--- config.mk ---
export PLATFORM = sky130hd
export DESIGN_NAME = bcd_press_counter_flat
export DESIGN_NICKNAME = d
export VERILOG_FILES = /design/src/rtl/bcd_press_counter_if.sv /design/src/rtl/bcd_press_counter.sv /design/src/flat_wrapper.sv
export SDC_FILE = /design/constraint.sdc
export NUM_CORES = 1
export LEC_CHECK = 0
export CAP_MARGIN = 20
export CORE_ASPECT_RATIO = 2
export CORE_MARGIN = 2
export CORE_UTILIZATION = 63
export DETAILED_ROUTE_END_ITERATION = 7
export PLACE_DENSITY = 0.85
export RECOVER_POWER = 50
export REMOVE_ABC_BUFFERS = 1
export SETUP_SLACK_MARGIN = 0.02
export SLEW_MARGIN = 10
export SYNTH_ARGS = -nofsm -noshare
export SYNTH_HDL_FRONTEND = slang
export SYNTH_SLANG_ARGS = --single-unit
--- constraint.sdc ---
create_clock -name clk_clk -period 3.25 [get_ports clk_clk]
set_clock_uncertainty 0.1 [all_clocks]
set_input_delay 0.325 -clock clk_clk [delete_from_list [all_inputs] [get_ports clk_clk]]
set_output_delay 0.325 -clock clk_clk [all_outputs]
set_load 0.02 [all_outputs]
--- src/rtl/bcd_press_counter_if.sv ---
// Key, control and BCD result signals between the board key and the Nios II PIOs.
// The bench or board wrapper is the master; bcd_press_counter is the slave.
interface bcd_press_counter_if;
    logic       btn_n;
    logic       dir;
    logic       clr;
    logic [3:0] unites;
    logic [3:0] dizaines;
    logic [3:0] centaines;
    logic       evt_pulse;
    logic       wrap;

    modport master (
        output btn_n, dir, clr,
        input  unites, dizaines, centaines, evt_pulse, wrap
    );

    modport slave (
        input  btn_n, dir, clr,
        output unites, dizaines, centaines, evt_pulse, wrap
    );
endinterface

--- src/rtl/bcd_press_counter.sv ---
// Debounced push-button press counter with three BCD digits, up/down and clear.
// Define BCD_PRESS_SAT_EN to saturate at 999/000 instead of wrapping.
module bcd_press_counter #(
    parameter int DB_CYCLES   = 500000,
    parameter int SYNC_STAGES = 2
) (
    input  logic                clk_clk,
    input  logic                reset_reset,
    bcd_press_counter_if.slave  bus
);
    localparam int CW = $clog2(DB_CYCLES + 1);
    localparam logic [CW-1:0] LAST = CW'(DB_CYCLES - 1);

    typedef enum logic [1:0] {IDLE, PRESS_WAIT, HELD, REL_WAIT} state_t;

    state_t                 state, state_nx;
    logic [CW-1:0]          cnt, cnt_nx;
    logic                   accept;
    logic [SYNC_STAGES-1:0] sync;
    logic                   btn_s;

    logic [3:0] u_q, d_q, c_q;
    logic [3:0] u_nx, d_nx, c_nx;
    logic       evt_q, wrap_q;
    logic       roll, wrap_nx;

    // Ones at reset so a released key is seen while the chain refills
    always_ff @(posedge clk_clk or posedge reset_reset) begin
        if (reset_reset) sync <= '1;
        else             sync <= {sync[SYNC_STAGES-2:0], bus.btn_n};
    end

    assign btn_s = sync[SYNC_STAGES-1];

    always_ff @(posedge clk_clk or posedge reset_reset) begin
        if (reset_reset) begin
            state <= IDLE;
            cnt   <= '0;
        end else begin
            state <= state_nx;
            cnt   <= cnt_nx;
        end
    end

    always_comb begin
        state_nx = state;
        cnt_nx   = cnt;
        accept   = 1'b0;
        unique case (state)
            IDLE: begin
                if (!btn_s) begin
                    state_nx = PRESS_WAIT;
                    cnt_nx   = CW'(1);
                end
            end
            PRESS_WAIT: begin
                if (btn_s) begin
                    state_nx = IDLE;
                    cnt_nx   = '0;
                end else if (cnt == LAST) begin
                    state_nx = HELD;
                    cnt_nx   = '0;
                    accept   = 1'b1;
                end else begin
                    cnt_nx = cnt + CW'(1);
                end
            end
            HELD: begin
                if (btn_s) begin
                    state_nx = REL_WAIT;
                    cnt_nx   = CW'(1);
                end
            end
            REL_WAIT: begin
                if (!btn_s) begin
                    state_nx = HELD;
                    cnt_nx   = '0;
                end else if (cnt == LAST) begin
                    state_nx = IDLE;
                    cnt_nx   = '0;
                end else begin
                    cnt_nx = cnt + CW'(1);
                end
            end
            default: begin
                state_nx = IDLE;
                cnt_nx   = '0;
            end
        endcase
    end

    // Ripple carry/borrow across the three digits
    always_comb begin
        u_nx = u_q;
        d_nx = d_q;
        c_nx = c_q;
        roll = 1'b0;
        if (!bus.dir) begin
            roll = (u_q == 4'd9) && (d_q == 4'd9) && (c_q == 4'd9);
            u_nx = (u_q == 4'd9) ? 4'd0 : u_q + 4'd1;
            if (u_q == 4'd9)
                d_nx = (d_q == 4'd9) ? 4'd0 : d_q + 4'd1;
            if (u_q == 4'd9 && d_q == 4'd9)
                c_nx = (c_q == 4'd9) ? 4'd0 : c_q + 4'd1;
        end else begin
            roll = (u_q == 4'd0) && (d_q == 4'd0) && (c_q == 4'd0);
            u_nx = (u_q == 4'd0) ? 4'd9 : u_q - 4'd1;
            if (u_q == 4'd0)
                d_nx = (d_q == 4'd0) ? 4'd9 : d_q - 4'd1;
            if (u_q == 4'd0 && d_q == 4'd0)
                c_nx = (c_q == 4'd0) ? 4'd9 : c_q - 4'd1;
        end
`ifdef BCD_PRESS_SAT_EN
        wrap_nx = 1'b0;
        if (roll) begin
            u_nx = u_q;
            d_nx = d_q;
            c_nx = c_q;
        end
`else
        wrap_nx = roll;
`endif
    end

    // Clear beats a simultaneous accept; that press is dropped entirely
    always_ff @(posedge clk_clk or posedge reset_reset) begin
        if (reset_reset) begin
            u_q    <= '0;
            d_q    <= '0;
            c_q    <= '0;
            evt_q  <= 1'b0;
            wrap_q <= 1'b0;
        end else if (bus.clr) begin
            u_q    <= '0;
            d_q    <= '0;
            c_q    <= '0;
            evt_q  <= 1'b0;
            wrap_q <= 1'b0;
        end else if (accept) begin
            u_q    <= u_nx;
            d_q    <= d_nx;
            c_q    <= c_nx;
            evt_q  <= 1'b1;
            wrap_q <= wrap_nx;
        end else begin
            evt_q  <= 1'b0;
            wrap_q <= 1'b0;
        end
    end

    assign bus.unites    = u_q;
    assign bus.dizaines  = d_q;
    assign bus.centaines = c_q;
    assign bus.evt_pulse = evt_q;
    assign bus.wrap      = wrap_q;
endmodule

--- src/flat_wrapper.sv ---
// flat-port wrapper written by rule: the top's interface ports become plain ports
module bcd_press_counter_flat 
#(
    parameter int DB_CYCLES   = 500000,
    parameter int SYNC_STAGES = 2
)
  (clk_clk, reset_reset, bus_btn_n, bus_dir, bus_clr, bus_unites, bus_dizaines, bus_centaines, bus_evt_pulse, bus_wrap);
  bcd_press_counter_if bus_i ();
  input  logic clk_clk;
  input  logic reset_reset;
  input wire logic [$bits(bus_i.btn_n)-1:0] bus_btn_n;
  input wire logic [$bits(bus_i.dir)-1:0] bus_dir;
  input wire logic [$bits(bus_i.clr)-1:0] bus_clr;
  output wire logic [$bits(bus_i.unites)-1:0] bus_unites;
  output wire logic [$bits(bus_i.dizaines)-1:0] bus_dizaines;
  output wire logic [$bits(bus_i.centaines)-1:0] bus_centaines;
  output wire logic [$bits(bus_i.evt_pulse)-1:0] bus_evt_pulse;
  output wire logic [$bits(bus_i.wrap)-1:0] bus_wrap;
  assign bus_i.btn_n = bus_btn_n;
  assign bus_i.dir = bus_dir;
  assign bus_i.clr = bus_clr;
  assign bus_unites = bus_i.unites;
  assign bus_dizaines = bus_i.dizaines;
  assign bus_centaines = bus_i.centaines;
  assign bus_evt_pulse = bus_i.evt_pulse;
  assign bus_wrap = bus_i.wrap;
  bcd_press_counter #(.DB_CYCLES(DB_CYCLES), .SYNC_STAGES(SYNC_STAGES)) u_core (.clk_clk(clk_clk), .reset_reset(reset_reset), .bus(bus_i));
endmodule
==> metrics.md <==
| Metric | Value |
|---|---|
| Antenna Cells | `0` |
| Worst skew pair latency | `0.30 ns` |
| Final Cycle Share | `0.7530` |
| CTS Buf Count | `5` |
| RePlAce Congestion | `0.8912` |
| Dominant cells by area after synthesis | `dfrtp_1 (37%), nand2_1 (3.6%), nor2_1 (3.6%)` |
| Grt ovf | `0` |
| Leakage power | `around 0.0011 uW` |
| Post-DP HPWL | `between 3 and 4 mm` |
| Root Driver | `clkbuf_8` |
| Yosys reg bits | `37` |
| RSZ-0062 raised after global routing | `no` |
| Ys async rst share | `1.000` |
| CP delay by family, top | `simple AND/OR/NAND/NOR gates` |
| Primary FF master, synth | `dfrtp_1` |
| Post-CTS Setup Repair Bufs | `0` |
| Cells after Synth | `about 280` |
| CTS max path bufs | `2` |
| Slowest-stage cell, CP | `nor4_4` |
| Post-Synthesis Cell Area | `around 2400 um^2` |
| Remaining DRCs | `0` |
| Fmax | `408.6 MHz` |
| Total core area | `~3600 um^2` |
| Critical path startpoint category | `flop` |
| First-pass GRT wire length | `approximately 8.8 mm` |
| Relative slew margins | `-0.3185` |
| Final core occ | `0.7371` |
| Final ANT Viol Nets | `0` |
| CP Data Arrival Time | `~2.5 ns` |
| Vias in the first global route | `between 2,000 and 2,500` |
| Power density cells | `334.9 nW/um^2` |
| Setup TNS | `0 ns` |
| Via count | `about 2,100` |
| Synth area leader | `dfrtp_1` |
| Post-CTS Resized | `0` |
| Io pins | `19` |
| Bufs and invs on worst path | `0` |
| Pins over their slew limit | `38` |
| Setup Crit Path Kind | `flop to flop` |
| Critical path data required time | `roughly 3.3 ns` |
| Row count | `31` |
| Failing checks | `max-capacitance violations, max-slew violations` |
| CTS Hold Bufs | `0` |
| Min cycle time layout | `roughly 2.4 ns` |
| Worst Setup SP | `u_core.cnt[5]` |
| Largest net degree at the start of global routing | `38` |
| Worst slew pin tran | `roughly 2.0 ns` |
| Initial antenna violation count | `0` |
| Initial Utilization | `0.6618` |
| FF-to-FF Start | `u_core.cnt[5]` |
| Area after DPL | `approximately 2600 um^2` |
| CTS sink count | `37` |
| 1st-pass router iterations | `5` |
| Crit path capture type | `flop` |
| Min-delay src | `u_core.sync[0]` |
| Critical path cell sequence | `nor4_1 > nand4_1 > nor4_4 > mux2i_1 > nor2_1` |
| Layout cell share with drive strength beyond 1 | `0.07719` |
| Reg clk slew, reported paths | `roughly 0.08 ns` |
| Fill count | `283` |
| Nets | `about 290` |
| # H-tree levels | `2` |
| Hold Violations, Final | `0` |
| Syn Area/Cell | `slightly below 9 um^2` |
| Die Wd | `approximately 48 um` |
| Seq/Total Area, Yosys | `0.3889` |
| CP Max Fanout | `8` |
| Max-cap viol count | `1` |
| Port Buf Inserts | `18` |
| Initial drt markers | `91` |
| Syn. warnings | `0` |
| Overall Global Routing Usage | `0.2738` |
| Post-Route WL | `5.298 mm` |
| Post-synth top cells | `dfrtp_1 (35), nand2_1 (23), nor2_1 (23)` |
| Layout area overhead | `11.37%` |
| Die area | `4327 um^2` |
| Drt wl/cell | `between 15 and 20 um` |
| Vias per inst | `between 6 and 7` |
| HP Class | `flop to flop` |
| Final setup fails | `0` |
| Yosys cell types | `57` |
| CTS tree | `done` |
| Number of synthesized flops with an enable pin | `0` |
| Area share of the leading cell type in the synthesized netlist | `0.3669` |
| Status | `finished, violations left` |
| Finished Cell Area | `~2700 um^2` |
| Most repeated cell in the gate-level netlist after synthesis | `dfrtp_1` |
| Crit-path max cell delay | `approximately 0.56 ns` |
| Die H | `between 90 and 100 um` |
| VDD IR max | `0.4826 mV` |
| Hold WS | `0.2633 ns` |
logic make-up (layout without fill, tap and decap cells):
| kind of cell | Yosys count | after routing | share of synthesized area |
|---|---|---|---|
| AO/OA/AOI/OAI | 64 | 64 | 0.1745 |
| XOR/XNOR | 9 | 9 | 0.03302 |
| adder cells (fa/ha/maj) | 5 | 5 | 0.02621 |
| buffers and inverters | 26 | 36 | 0.04245 |
| flip-flops | 37 | 37 | 0.3889 |
| multiplexers | 9 | 9 | 0.03878 |
| AND/OR/NAND/NOR | 125 | 125 | 0.2961 |
flip-flops by register name, summed over array words and instances (netlist names), named ones only:
name	flops
u_core.sync	2
u_core.bus.wrap	1
u_core.bus.dizaines	4
u_core.cnt	19
u_core.bus.centaines	4
u_core.bus.evt_pulse	1
u_core.bus.unites	4
u_core.state	1
through the flow:
step | total power (uW) | instances | setup slack [ns]
floorplan | 544.2 | 256 | 0.8135
global placement | 571.8 | 326 | 0.7530
detailed placement | 575.0 | 326 | 0.7080
CTS | 894.0 | 334 | 0.8632
global route | 923.5 | 334 | 0.4703
finish | 890.4 | 334 | 0.8027
path summary, 6_finish.rpt:
| kind | to | slack, ns | depth (start not counted) |
|---|---|---|---|
| max | u_core.bus.dizaines[1] | 0.80 | 5 |
| max in group asynchronous | u_core.cnt[15] | 0.97 | 3 |
| min in group asynchronous | u_core.bus.dizaines[0] | 0.94 | 3 |
| max reg2reg | u_core.bus.dizaines[1] | 0.80 | 5 |
| min | u_core.sync[1] | 0.26 | 0 |
| min reg2reg | u_core.sync[1] | 0.26 | 0 |
power breakdown:
group / total [uW] / switching [uW] / leakage (uW) / internal, uW
Clock: 323 / 175 / 0.0000439 / 148
Sequential: 494 / 21.1 / 0.000504 / 473
Combinational: 73.5 / 45.5 / 0.000523 / 28.0
Total: 890 / 241 / 0.00107 / 649
metal layers:
metal / vias to the layer above / share of wire / GRT usage
met5: - / 0 / 0
met4: 0 / 0.033 / 0.1227
met3: 18 / 0.034 / 0.03777
met2: 79 / 0.55 / 0.4696
met1: 1021 / 0.38 / 0.3103
li1: 1027 / - / -
cell type report:
class,count,area (um^2),area share
Timing Repair Buffer,21,198.9,0.07482
Inverter,7,26.28,0.009882
Clock buffer,5,68.82,0.02588
Multi-Input combinational cell,212,1358,0.5106
Sequential cell,37,928.4,0.3492
Tap cell,49,61.31,0.02306
Clock inverter,3,17.52,0.006588
cells in the final DEF (no fill, tap or decap), drive strengths merged, types with 6 or more instances in the layout:
cell,netlist,routed
a21oi,15,15
a31oi,7,7
clkbuf,12,6
clkdlybuf4s50,0,13
dfrtp,35,35
inv,7,7
mux2i,7,7
nand2,23,23
nand2b,6,6
nand3,14,14
nand4,6,6
nor2,23,23
nor3,9,9
nor4,9,9
o21ai,13,13
Note: power is estimated with default switching activity, not from simulation.
